### config.mk
export PLATFORM = sky130hd
export DESIGN_NAME = alu8_issue_stage_flat
export DESIGN_NICKNAME = d
export VERILOG_FILES = /design/src/rtl/alu8_issue_stage_if.sv /design/src/rtl/alu8_issue_stage.sv /design/src/flat_wrapper.sv
export SDC_FILE = /design/constraint.sdc
export NUM_CORES = 1
export LEC_CHECK = 0
export CORE_MARGIN = 3
export CORE_UTILIZATION = 50
export CTS_CLUSTER_DIAMETER = 40
export DETAILED_ROUTE_END_ITERATION = 10
export GPL_ROUTABILITY_DRIVEN = 0
export PLACE_DENSITY_LB_ADDON = 0.1
export SYNTH_ARGS = -nofsm -noshare
export SYNTH_HDL_FRONTEND = slang
export SYNTH_SLANG_ARGS = --single-unit
### constraint.sdc
create_clock -name clk -period 2.1 [get_ports clk]
set_input_delay 0.525 -clock clk [delete_from_list [all_inputs] [get_ports clk]]
set_output_delay 0.525 -clock clk [all_outputs]
set_load 0.01 [all_outputs]
### src/rtl/alu8_issue_stage_if.sv
// Issue-stage bus bundle: instruction handshake, ALU drive/return, writeback and debug read.
// The slave side is the issue stage. The master side is the instruction source plus the ALU.
interface alu8_issue_stage_if #(
  parameter int ADDR_W = 3,
  parameter int DATA_W = 8
);
  logic              in_valid;
  logic              in_ready;
  logic [3:0]        in_sel;
  logic [ADDR_W-1:0] in_rd;
  logic [ADDR_W-1:0] in_rs1;
  logic [ADDR_W-1:0] in_rs2;
  logic              in_imm_en;
  logic [DATA_W-1:0] in_imm;
  logic              hold;
  logic [3:0]        alu_sel;
  logic [DATA_W-1:0] alu_a;
  logic [DATA_W-1:0] alu_b;
  logic [DATA_W-1:0] alu_c;
  logic              alu_cmp;
  logic              wb_valid;
  logic [ADDR_W-1:0] wb_rd;
  logic [DATA_W-1:0] wb_data;
  logic              cmp_flag;
  logic [ADDR_W-1:0] dbg_addr;
  logic [DATA_W-1:0] dbg_data;

  modport slave (
    input  in_valid, in_sel, in_rd, in_rs1, in_rs2, in_imm_en, in_imm, hold,
           alu_c, alu_cmp, dbg_addr,
    output in_ready, alu_sel, alu_a, alu_b, wb_valid, wb_rd, wb_data, cmp_flag,
           dbg_data
  );

  modport master (
    output in_valid, in_sel, in_rd, in_rs1, in_rs2, in_imm_en, in_imm, hold,
           alu_c, alu_cmp, dbg_addr,
    input  in_ready, alu_sel, alu_a, alu_b, wb_valid, wb_rd, wb_data, cmp_flag,
           dbg_data
  );
endinterface

### src/rtl/alu8_issue_stage.sv
// Issue stage ahead of a combinational 8-bit ALU: register file, registered ALU operands,
// one-cycle writeback, and an EX-result bypass so dependent instructions issue back to back.
module alu8_issue_stage #(
  parameter int ADDR_W = 3,
  parameter int DATA_W = 8
) (
  input  logic               clk,
  input  logic               rst_n,
  alu8_issue_stage_if.slave  bus
);
  localparam int NREG = 1 << ADDR_W;

  logic [DATA_W-1:0] rf_q [NREG];

  logic              ex_valid_q, ex_valid_d;
  logic [ADDR_W-1:0] ex_rd_q,    ex_rd_d;
  logic [3:0]        alu_sel_q,  alu_sel_d;
  logic [DATA_W-1:0] alu_a_q,    alu_a_d;
  logic [DATA_W-1:0] alu_b_q,    alu_b_d;
  logic              wb_valid_q, wb_valid_d;
  logic [ADDR_W-1:0] wb_rd_q,    wb_rd_d;
  logic [DATA_W-1:0] wb_data_q,  wb_data_d;
  logic              cmp_q,      cmp_d;

  logic [DATA_W-1:0] op_a, op_b;
  logic              rf_we;

  // Operand fetch: the result still sitting in EX is newer than the register file.
  always_comb begin
    op_a = '0;
    op_b = '0;
    if (bus.in_rs1 != '0)
      op_a = (ex_valid_q && ex_rd_q == bus.in_rs1) ? bus.alu_c : rf_q[bus.in_rs1];
    if (bus.in_rs2 != '0)
      op_b = (ex_valid_q && ex_rd_q == bus.in_rs2) ? bus.alu_c : rf_q[bus.in_rs2];
  end

  always_comb begin
    ex_valid_d = ex_valid_q;
    ex_rd_d    = ex_rd_q;
    alu_sel_d  = alu_sel_q;
    alu_a_d    = alu_a_q;
    alu_b_d    = alu_b_q;
    wb_valid_d = 1'b0;
    wb_rd_d    = wb_rd_q;
    wb_data_d  = wb_data_q;
    cmp_d      = cmp_q;
    if (!bus.hold) begin
      if (bus.in_valid) begin
        alu_sel_d  = bus.in_sel;
        alu_a_d    = op_a;
        alu_b_d    = bus.in_imm_en ? bus.in_imm : op_b;
        ex_rd_d    = bus.in_rd;
        ex_valid_d = 1'b1;
      end else begin
        ex_valid_d = 1'b0;
      end
      if (ex_valid_q) begin
        wb_valid_d = 1'b1;
        wb_rd_d    = ex_rd_q;
        wb_data_d  = bus.alu_c;
        cmp_d      = bus.alu_cmp;
      end
    end
  end

  // r0 is never written, so it stays at its reset value of zero.
  assign rf_we = !bus.hold && ex_valid_q && (ex_rd_q != '0);

  always_ff @(posedge clk or negedge rst_n) begin
    if (!rst_n) begin
      for (int i = 0; i < NREG; i++) rf_q[i] <= '0;
      ex_valid_q <= 1'b0;
      ex_rd_q    <= '0;
      alu_sel_q  <= '0;
      alu_a_q    <= '0;
      alu_b_q    <= '0;
      wb_valid_q <= 1'b0;
      wb_rd_q    <= '0;
      wb_data_q  <= '0;
      cmp_q      <= 1'b0;
    end else begin
      if (rf_we) rf_q[ex_rd_q] <= bus.alu_c;
      ex_valid_q <= ex_valid_d;
      ex_rd_q    <= ex_rd_d;
      alu_sel_q  <= alu_sel_d;
      alu_a_q    <= alu_a_d;
      alu_b_q    <= alu_b_d;
      wb_valid_q <= wb_valid_d;
      wb_rd_q    <= wb_rd_d;
      wb_data_q  <= wb_data_d;
      cmp_q      <= cmp_d;
    end
  end

  assign bus.in_ready = !bus.hold;
  assign bus.alu_sel  = alu_sel_q;
  assign bus.alu_a    = alu_a_q;
  assign bus.alu_b    = alu_b_q;
  assign bus.wb_valid = wb_valid_q;
  assign bus.wb_rd    = wb_rd_q;
  assign bus.wb_data  = wb_data_q;
  assign bus.cmp_flag = cmp_q;
  assign bus.dbg_data = (bus.dbg_addr == '0) ? '0 : rf_q[bus.dbg_addr];
endmodule

### src/flat_wrapper.sv
// flat-port wrapper written by rule: the top's interface ports become plain ports
module alu8_issue_stage_flat 
#(
  parameter int ADDR_W = 3,
  parameter int DATA_W = 8
)
  (clk, rst_n, bus_in_valid, bus_in_sel, bus_in_rd, bus_in_rs1, bus_in_rs2, bus_in_imm_en, bus_in_imm, bus_hold, bus_alu_c, bus_alu_cmp, bus_dbg_addr, bus_in_ready, bus_alu_sel, bus_alu_a, bus_alu_b, bus_wb_valid, bus_wb_rd, bus_wb_data, bus_cmp_flag, bus_dbg_data);
  alu8_issue_stage_if #(.ADDR_W(ADDR_W), .DATA_W(DATA_W)) bus_i ();
  input  logic clk;
  input  logic rst_n;
  input wire logic [$bits(bus_i.in_valid)-1:0] bus_in_valid;
  input wire logic [$bits(bus_i.in_sel)-1:0] bus_in_sel;
  input wire logic [$bits(bus_i.in_rd)-1:0] bus_in_rd;
  input wire logic [$bits(bus_i.in_rs1)-1:0] bus_in_rs1;
  input wire logic [$bits(bus_i.in_rs2)-1:0] bus_in_rs2;
  input wire logic [$bits(bus_i.in_imm_en)-1:0] bus_in_imm_en;
  input wire logic [$bits(bus_i.in_imm)-1:0] bus_in_imm;
  input wire logic [$bits(bus_i.hold)-1:0] bus_hold;
  input wire logic [$bits(bus_i.alu_c)-1:0] bus_alu_c;
  input wire logic [$bits(bus_i.alu_cmp)-1:0] bus_alu_cmp;
  input wire logic [$bits(bus_i.dbg_addr)-1:0] bus_dbg_addr;
  output wire logic [$bits(bus_i.in_ready)-1:0] bus_in_ready;
  output wire logic [$bits(bus_i.alu_sel)-1:0] bus_alu_sel;
  output wire logic [$bits(bus_i.alu_a)-1:0] bus_alu_a;
  output wire logic [$bits(bus_i.alu_b)-1:0] bus_alu_b;
  output wire logic [$bits(bus_i.wb_valid)-1:0] bus_wb_valid;
  output wire logic [$bits(bus_i.wb_rd)-1:0] bus_wb_rd;
  output wire logic [$bits(bus_i.wb_data)-1:0] bus_wb_data;
  output wire logic [$bits(bus_i.cmp_flag)-1:0] bus_cmp_flag;
  output wire logic [$bits(bus_i.dbg_data)-1:0] bus_dbg_data;
  assign bus_i.in_valid = bus_in_valid;
  assign bus_i.in_sel = bus_in_sel;
  assign bus_i.in_rd = bus_in_rd;
  assign bus_i.in_rs1 = bus_in_rs1;
  assign bus_i.in_rs2 = bus_in_rs2;
  assign bus_i.in_imm_en = bus_in_imm_en;
  assign bus_i.in_imm = bus_in_imm;
  assign bus_i.hold = bus_hold;
  assign bus_i.alu_c = bus_alu_c;
  assign bus_i.alu_cmp = bus_alu_cmp;
  assign bus_i.dbg_addr = bus_dbg_addr;
  assign bus_in_ready = bus_i.in_ready;
  assign bus_alu_sel = bus_i.alu_sel;
  assign bus_alu_a = bus_i.alu_a;
  assign bus_alu_b = bus_i.alu_b;
  assign bus_wb_valid = bus_i.wb_valid;
  assign bus_wb_rd = bus_i.wb_rd;
  assign bus_wb_data = bus_i.wb_data;
  assign bus_cmp_flag = bus_i.cmp_flag;
  assign bus_dbg_data = bus_i.dbg_data;
  alu8_issue_stage #(.ADDR_W(ADDR_W), .DATA_W(DATA_W)) u_core (.clk(clk), .rst_n(rst_n), .bus(bus_i));
endmodule
# [Word-level counts from Yosys, hierarchy flattened]
# Index checks and enable logic that the tools add are counted.
[totals] reg_bits=101 in_bits=38 output_inout_bits=42 elab_cells=62
[op_classes] order_cmp=5 eq_ne=2 n_mux=21 n_bitwise=5 n_reduce_logical=12
[ops] op="2-to-1 mux 8 bit" n=13
[ops] op="binary-select mux 8 bit (select 3 bit)" n=3
[ops] op="bitwise mux 64 bit" n=1
[ops] op="demux 8 bit (select 3 bit)" n=1
[ops] op=">= comparator 4 bit (second input constant)" n=4
[ops] op="NOT 3 -> 4 bit" n=4
[ops] op="nonzero test 3 bit" n=3
[ops] op="== test 3 bit" n=2
[ops] op="logical AND 1 bit" n=5
[ops] op="< comparator 4 x 1 -> 1 bit (second input constant)" n=1
[ops] op="AND reduction 2 bit" n=2
[ops] op="zero test 3 bit" n=1
[ops] op="2-to-1 mux 1 bit" n=3
[ops] op="zero test 1 bit" n=1
[ops] op="NOT 1 bit" n=1

# [Depth between registers and ports, before layout]
# Gate-level depths: netlist (run 1).
[logic_depth] depth_word=7 mapped_depth=6

# [Worst setup path before layout (run 1)]
# OpenSTA, ideal clock, no wires.
[synth_path] path_kind="input to output" startpoint="in bus_dbg_addr[0]" endpoint="out bus_dbg_data[6]" arrival_ns=1.634 t_required_ns=1.575 setup_slack_ns=-0.059 path_stages=5 path_cell_list="buf_2 > buf_2 > mux4_2 > nor2_1 > a221oi_1"
[synth_between] elab_chain_len=5 word_cells_on_any_way=6 classes_between="mux: 4; bitwise: 1; reduce/logical: 1"
[synth_lines] item="start: declaration" line="flat_wrapper.sv:21" rtl="input wire logic [$bits(bus_i.dbg_addr)-1:0] bus_dbg_addr;"
[synth_lines] item="NOT 3 -> 4 bit (implied by the code)" line="alu8_issue_stage.sv:104" rtl="assign bus.dbg_data = (bus.dbg_addr == '0) ? '0 : rf_q[bus.dbg_addr];"
[synth_lines] item="binary-select mux 8 bit (select 3 bit)" line="alu8_issue_stage.sv:104"
[synth_lines] item="2-to-1 mux 8 bit (implied by the code) (2 in series)" line="alu8_issue_stage.sv:104"
[synth_lines] item="2-to-1 mux 8 bit *" line="alu8_issue_stage.sv:104"
[synth_lines] item="end: declaration" line="flat_wrapper.sv:30" rtl="output wire logic [$bits(bus_i.dbg_data)-1:0] bus_dbg_data;"
# Mark *: on every way between the ends. The rest lies on a longest branch, timed or not. The select of a mux whose other input is x is not followed.

# [Worst setup path after layout (run 1)]
[layout_path] startpoint="in bus_dbg_addr[0]" endpoint="out bus_dbg_data[1]"
# Same word-level chain as after synthesis.

==> results summary, run 1 <==
The flow ran to the end, but the final reports show violations. The final reports fail on negative setup slack. The number of distinct standard cells referenced by the synthesized netlist is 41.

Summing all placed instances gives a cell area of 7350 µm². By area the synthesized netlist is led by sky130_fd_sc_hd__dfrtp_1 (45%), sky130_fd_sc_hd__mux2_2 (9.5%), sky130_fd_sc_hd__mux4_2 (9.5%). The endpoint class of the critical path is an output pin. STA classifies the critical path startpoint as an input pin.

Clock tree synthesis inserted a total of 9 buffers. The most frequent cell on the critical path is sky130_fd_sc_hd__buf_12. The total setup violations reported at the end of the flow is 5. The tightest min-delay check is of the input pin to asynchronous set/reset pin type. The H-tree depth reported by CTS came out at 3.

The height of the die is 113 µm. The die covers 12,700 µm². The summed area of non-filler cells in the final layout is 7890 µm². From left edge to right edge, the die measures 113 µm. The post-route netlist has 36.9% of its cells at a drive strength greater than 1. The starting density of the core came out at 51.7%. The maximum buffer depth of the clock tree is 2. The final count of hold timing violations was 0. Synthesis produced 496 cells. The delay of the slowest cell on the worst path came out at 550 ps.

The filler cells instantiated in the layout total 746. The cell area after synthesis came out at 5680 µm². Among cell families on the critical path, the largest total delay comes from multiplexers. The area taken by flip-flops and latches came out at 2530 µm².

The number of synthesized flops with an enable pin came out at 0. The part of the Yosys area used for sequential elements came out at 44.5%. The number of nets in the layout came out at 688.

The power per cell area came out at 944 nW/µm². Summed over all instances, the cell type with the most area after synthesis is sky130_fd_sc_hd__dfrtp_1. The TritonCTS clock tree is done. The area share of the largest cell type after synthesis came out at 44.5%.

The later-pin clock latency in the skew report is 360 ps. The largest fanout of any net on the critical path is 5. On the final layout, the worst hold slack is 75.2 ps. The via count of the first global-routing pass is 4,767. The post-synthesis to final-layout area growth came out at 38.9%.

The worst clock skew is 6.25 ps. The final antenna diode count came out at 0. The warning count from the yosys run came out at 0. The aggregate routed wire length is 17,600 µm. The maximum VDD drop came out at 581 µV. The number of clock sinks seen by CTS is 101.

The most common cell in the synthesized netlist is sky130_fd_sc_hd__dfrtp_1. The initial antenna violation count came out at 0. The worst-case headroom to the max-slew limit is 68.0%. The commonest cells after synthesis are sky130_fd_sc_hd__dfrtp_1 (101), sky130_fd_sc_hd__nand2_1 (61), sky130_fd_sc_hd__mux2_2 (48), sky130_fd_sc_hd__mux2i_1 (48), sky130_fd_sc_hd__nor2_1 (26). The critical path class is input pin to output pin. The utilization of the core after routing is 71.8%. The synthesized netlist net count came out at 534. For this block, the via count after detailed routing is 4,840. The maximum clock frequency is 0.468 GHz. The floorplan has 38 rows. Data arrives at the worst endpoint at 1610 ps.

The minimum setup slack in the final design came out at -35.8 ps. After detailed routing, the number of vias per cell comes to 6.09. The minimum period implied by the final worst setup slack came out at 2140 ps. Summing all multi-input logic gate instances after layout gives 2980 µm².

80 I/O pins were placed. The number of antenna-violating nets in the routed design is 0. Among all flip-flop cells after synthesis, the most frequent one is sky130_fd_sc_hd__dfrtp_1. The critical path data required time came out at 1570 ps. The remaining routing DRC violations is 0. The static power due to leakage is 0.00361 µW. The flip-flop and latch count after synthesis is 101. The initial DRC count is 425. For this design, the slowest cell found on the critical path is sky130_fd_sc_hd__mux4_2. The final total negative setup slack came out at -78.8 ps. Setup repair after global routing could not meet its margin everywhere. The total routing resource utilization after global routing came out at 28.3%. The clock-pin slew on the worst setup and hold paths is 70 ps. The first TritonRoute pass finished after 5 iterations.

The total core area came out at 11,000 µm². Walking the worst path, the cells encountered are buf_12 > buf_12 > mux4_2 > nor2_4 > a221oi_2 > buf_2. Across the run, the number of max-cap violations was 0. The first global-routing pass estimated 27,400 µm of wire. The transition time of the tightest slew-check pin came out at 481 ps. The max-slew violation count came out at 0. Input and output buffers added on the ports amount to 79. After detailed routing, the average wire length per cell comes to 22.2 µm. Clock tree synthesis selected as its root buffer the cell sky130_fd_sc_hd__clkbuf_16. In the synthesized netlist the async set-or-reset flop fraction comes to 100%. The number of buffers and inverters on the critical path is 3.

The placement-stage worst setup slack is -1170 ps. The half-perimeter wire length after placement came out at 11,900 µm. The maximum number of pins on one net before global-route repair is 42. The remaining global-route overflow came out at 0.

The share of the clock period used by the worst path after layout is 102%. The mean instance size in the synthesized netlist came out at 11.4 µm².
[flip-flops by register name (all words and copies together), names as in the netlist, 3 cells and up]
signal,flops
u_core.rf_q,64
u_core.bus.alu_a,8
u_core.bus.alu_b,8
u_core.bus.wb_data,8
u_core.bus.alu_sel,4
u_core.bus.wb_rd,3
u_core.ex_rd_q,3
[where the power goes]
group	internal (µW)	total, µW	switching [µW]
registers	2490	2910	422
clock network	835	1600	762
logic	1730	2940	1200
total	5050	7440	2390
[routing by layer]
layer / wire (µm) / share of wire (%) / track usage (%) / vias to the layer above
li1: - / - / - / 2145
met2: 8230 / 47 / 43.4 / 275
met1: 7450 / 42 / 40.1 / 2396
met4: 269 / 1.5 / 6.49 / 0
met5: 0 / 0 / 0 / -
met3: 1670 / 9.5 / 8.36 / 24
[through the flow]
| stage | total power [µW] | std cells |
|---|---|---|
| floorplan | 4300 | 496 |
| global placement | 5560 | 767 |
| finish | 7440 | 795 |
| CTS | 7310 | 789 |
| detailed placement | 5660 | 767 |
| global route | 7820 | 795 |
[cells by family after synthesis]
family,Yosys count,synth area share [%]
flops,101,44.5
xor+xnor,5,0.771
buf+inv,54,4.41
mux,128,29.6
simple gates,114,9.50
compound gates,94,11.2
[area by class of cell]
class / count / share of cell area [%]
clock buffer: 10 / 3.03
clock inverter: 6 / 0.476
inverter: 11 / 0.587
multi-input combinational: 341 / 37.8
sequential: 101 / 32.0
tap: 140 / 2.22
timing repair buffer: 186 / 23.8
[final timing paths]
kind / slack (ps) / cells after the start / endpoint / start
worst min-delay path: 80 / 1 / u_core.bus.alu_sel[1] / rst_n
worst max register to register: 370 / 4 / u_core.bus.alu_a[7] / u_core.ex_rd_q[2]
max in group asynchronous: 1490 / 2 / u_core.rf_q[5] / rst_n
min in group clk: 430 / 0 / u_core.rf_q[62] / u_core.rf_q[62]
worst max-delay path: -40 / 6 / bus_dbg_data[1] / bus_dbg_addr[0]
worst min register to register: 430 / 0 / u_core.rf_q[62] / u_core.rf_q[62]
[placed cells by master (no fill, tap or decap), types with 3 or more instances in the layout]
master                            Yosys  routed
sky130_fd_sc_hd__a211oi_1             8       8
sky130_fd_sc_hd__a21oi_1              9       8
sky130_fd_sc_hd__a221o_1              8       8
sky130_fd_sc_hd__a221oi_2             0       6
sky130_fd_sc_hd__a31oi_1              8       8
sky130_fd_sc_hd__buf_12               0      19
sky130_fd_sc_hd__buf_2               13       9
sky130_fd_sc_hd__buf_4                5      84
sky130_fd_sc_hd__clkbuf_16            0      10
sky130_fd_sc_hd__clkdlybuf4s50_1      0      65
sky130_fd_sc_hd__clkinv_2             0       4
sky130_fd_sc_hd__dfrtp_1            101     101
sky130_fd_sc_hd__inv_1               10       9
sky130_fd_sc_hd__mux2_2              48      48
sky130_fd_sc_hd__mux2_4               8       8
sky130_fd_sc_hd__mux2i_1             48      48
sky130_fd_sc_hd__mux4_2              24      24
sky130_fd_sc_hd__nand2_1             61      61
sky130_fd_sc_hd__nand2b_1             3       3
sky130_fd_sc_hd__nor2_1              26      19
sky130_fd_sc_hd__nor2_2               1       6
sky130_fd_sc_hd__nor2b_1              9       9
sky130_fd_sc_hd__o21ai_0             25      20
sky130_fd_sc_hd__o21ai_1              0       4
sky130_fd_sc_hd__o221ai_1             8       8
sky130_fd_sc_hd__o22ai_1             16      16
sky130_fd_sc_hd__xnor2_1              5       5
[repair_timing]
item / 4_1_cts / 5_1_grt
endpoints found under the setup margin: 9 / 8
hold buffers: 0 / 0
pin swaps: 8 / 5
cloned: 3 / 1
resized for setup: 73 / 11
buffers inserted: 3 / 5
Power figures use the tool's default switching activity.
==> inputs of run 2 (changes only) <==
--- a/config.mk
+++ b/config.mk
@@ -6,8 +6,7 @@
 export NUM_CORES = 1
 export LEC_CHECK = 0
 export CORE_MARGIN = 3
-export CORE_UTILIZATION = 50
-export CTS_CLUSTER_DIAMETER = 40
+export CORE_UTILIZATION = 59
 export DETAILED_ROUTE_END_ITERATION = 10
 export GPL_ROUTABILITY_DRIVEN = 0
 export PLACE_DENSITY_LB_ADDON = 0.1
==> constraint.sdc (replaced) <==
create_clock -name clk -period 2.55 [get_ports clk]
set_input_delay 0.6375 -clock clk [delete_from_list [all_inputs] [get_ports clk]]
set_output_delay 0.6375 -clock clk [all_outputs]
set_load 0.01 [all_outputs]
==> run 2 against run 1 <==
The run now ends clean. Combinational power fell by 37%. Power fell by 26%. Routed wire length fell by 7.0%. Sequential share of layout area rose by 3.4 points. Register-to-register slack improved by 420 ps. Via count fell by 3.3%. Clock-buffer cell count did not move. Critical path depth rose by 1. Cell area fell by 9.6%. Critical path type unchanged. Critical endpoint is now bus_dbg_data[4].
==> results summary, run 2 (same netlist as run 1, synthesis figures left out) <==
The worst setup path is of the input pin to output pin kind. The path depth of the worst reg2reg path came out at 6 (+2). The total power is 5480 µW (-26%). The final antenna diode count came out at 0 (unchanged). In this run the critical register-to-register path is launched from u_core.ex_valid_q. The type of the tightest min-delay check is input pin to asynchronous set/reset pin. The share of the clock period used by the worst path after layout came out at 98.4%. The tree is rooted in a sky130_fd_sc_hd__clkbuf_8.

The maximum VDD drop came out at 384 µV (-34%). The remaining global-route overflow came to 0 (unchanged). The maximum buffer depth of the clock tree came out at 2 (unchanged). The number of placed cells counting well taps came to 698 (-9.0%). The number of optimization iterations in the first detailed-route pass was 5 (unchanged). The minimum setup slack in the final design is 39.9 ps (+75.7 ps). The fraction of layout cells with a size suffix above 1 was 28.7% (-8.3 points).

The number of max-capacitance violations reported came out at 0 (unchanged). The transition time of the tightest slew-check pin came out at 609 ps (+128 ps). The initial DRC count was 443 (+4.2%). The initial antenna violation count is 0 (unchanged). The placement-stage worst setup slack is -791 ps (+383 ps). The count of vias placed by the detailed router is 4,682 (-3.3%). The largest fanout of any net on the critical path came out at 7 (+2). The number of placement rows was 35 (-7.9%). The layer flagged by global routing as most heavily used is met2. The flip-flop count of the largest register, all copies and words added is 64 (unchanged). The routed length per instance is 22.6 µm (+2.0%). The post-layout instance count excluding filler cells was 725 (-8.8%). The total CTS buffers is 9 (unchanged).

The maximum number of pins on one net before global-route repair is 47 (+12%). The fraction of met2 tracks used by global routing came out at 47.5% (+4.1 points). In the layout the commonest cells are sky130_fd_sc_hd__dfrtp_1 (101), sky130_fd_sc_hd__clkdlybuf4s50_1 (66), sky130_fd_sc_hd__nand2_1 (61), sky130_fd_sc_hd__mux2i_1 (48), sky130_fd_sc_hd__mux2_2 (48). The worst path arrival time came out at 1870 ps (+260 ps).

The TritonCTS clock tree is done. The static power due to leakage came out at 0.00320 µW (-11%). The top-level I/O count came out at 80 (unchanged). The H-tree depth reported by CTS is 3 (unchanged). The number of clock sinks seen by CTS was 101 (unchanged).

The total routing resource utilization after global routing came out at 30.9% (+2.6 points). The maximum clock frequency is 0.398 GHz. The critical path data required time came out at 1910 ps (+340 ps). The half-perimeter wire length after placement was 11,000 µm (-8.0%).

The number of nets in the layout is 629 (-8.6%). The max-slew violation count is 0 (unchanged). The met3 usage in global routing is 8.07% (-0.29 points). The worst slack on hold paths is 255 ps (+179 ps). The number of antenna-violating nets in the routed design is 0 (unchanged). The power per cell area came to 768 nW/µm² (-19%).

The number of port buffers came out at 79 (unchanged). The utilization of the core after routing is 76.8% (+5.0 points). The starting density of the core was 61.2% (+9.5 points).

Compared with the post-synthesis result, the final layout area differs by 25.5%. The total die area came to 10,800 µm² (-14%). The worst clock skew came out at 11.8 ps (+5.53 ps). The most common cell after layout, fill and taps aside is sky130_fd_sc_hd__dfrtp_1. The final count of hold timing violations is 0 (unchanged). The via count of the first global-routing pass came out at 4,769 (+0.042%).

The worst setup path is captured at an output pin. The met1 demand-to-capacity share in global routing is 42.5% (+2.4 points). The remaining routing DRC violations came to 0 (unchanged).

The clock-pin slew on the worst setup and hold paths is 110 ps (+40 ps). The height of the die is 104 µm (-7.5%). The detailed-route vias per instance was 6.46 (+6.1%). In this run the critical register-to-register path is captured at u_core.rf_q[44]. The minimum period implied by the final worst setup slack is 2510 ps. The later-pin clock latency in the skew report came out at 380 ps (+20 ps).

The category of the worst setup path launch point is an input pin. The total core area came out at 9280 µm² (-15%). The aggregate routed wire length came to 16,400 µm (-7.0%). The worst-case headroom to the max-slew limit came out at 59.4% (-8.6 points). The width of the die is 104 µm (-7.5%). The total setup violations reported at the end of the flow came out at 0 (-5).

The wire length of the first global-routing pass is 26,100 µm (-4.8%). The top register by number of flip-flops is u_core.rf_q. The minimum setup slack among reg-to-reg paths is 790 ps (+420 ps). The flow ran to the end, and the final reports show no timing, DRC or antenna violations.
[run 2: changes by cell type in the layout (fill, tap and decap cells not counted), sizes merged]
cell / before / now
buf: 117 / 56
bufinv: 0 / 2
clkbuf: 11 / 12
clkdlybuf4s50: 65 / 66
clkinv: 5 / 4
inv: 12 / 11
[run 2: what timing repair did]
action	in CTS	in global routing
setup endpoints to repair	8	6
gates cloned	3	0
hold buffers	0	0
resized for setup	46	6
buffers inserted	8	0
pin swaps	4	1
[run 2: worst max-delay path, cell delays in order]
cell and delay [ps]:
sky130_fd_sc_hd__buf_2 140, sky130_fd_sc_hd__buf_12 150, sky130_fd_sc_hd__buf_6 130, sky130_fd_sc_hd__mux4_2 520, sky130_fd_sc_hd__nor2_2 120, sky130_fd_sc_hd__a221oi_2 40
sky130_fd_sc_hd__buf_2 150
[run 2: layer usage]
metal	vias up	wire length, µm	share of wire (%)
li1	2034	-	-
met4	0	429	2.6
met1	2300	6640	41
met2	311	7570	46
met5	-	0	0
met3	37	1750	11
[run 2: how the worst max path moves through the flow]
| stage | from | endpoint | slack, ps | cells past startpoint |
|---|---|---|---|---|
| floorplan | bus_dbg_addr[0] | bus_dbg_data[6] | 170 | 5 |
| global placement | bus_dbg_addr[0] | bus_dbg_data[4] | -780 | 5 |
| detailed placement | bus_dbg_addr[0] | bus_dbg_data[5] | -790 | 5 |
| CTS | bus_dbg_addr[1] | bus_dbg_data[5] | 1 | 8 |
| global route | bus_dbg_addr[0] | bus_dbg_data[4] | -10 | 7 |
| finish | bus_dbg_addr[0] | bus_dbg_data[4] | 40 | 7 |
[run 2: cell type report]
class                   instances  area (µm²)
well taps                     129         161
inverters                      11        46.3
repair buffers                127        1240
fillers                       616        2160
clock buffers                  10         128
multi-input cells             341        2940
clock inverters                 6        87.6
flip-flops and latches        101        2530
[run 2: stage by stage]
step	setup TNS, ps	instance area, µm²
global route	-11.2	7130
floorplan	0	5680
global placement	-6150	6800
CTS	0	7120
detailed placement	-6150	6800
finish	0	7130
[run 2: power by group]
part | switching [µW] | internal [µW]
combinational | 761 | 1080
clock | 573 | 554
sequential | 462 | 2040
total | 1800 | 3680
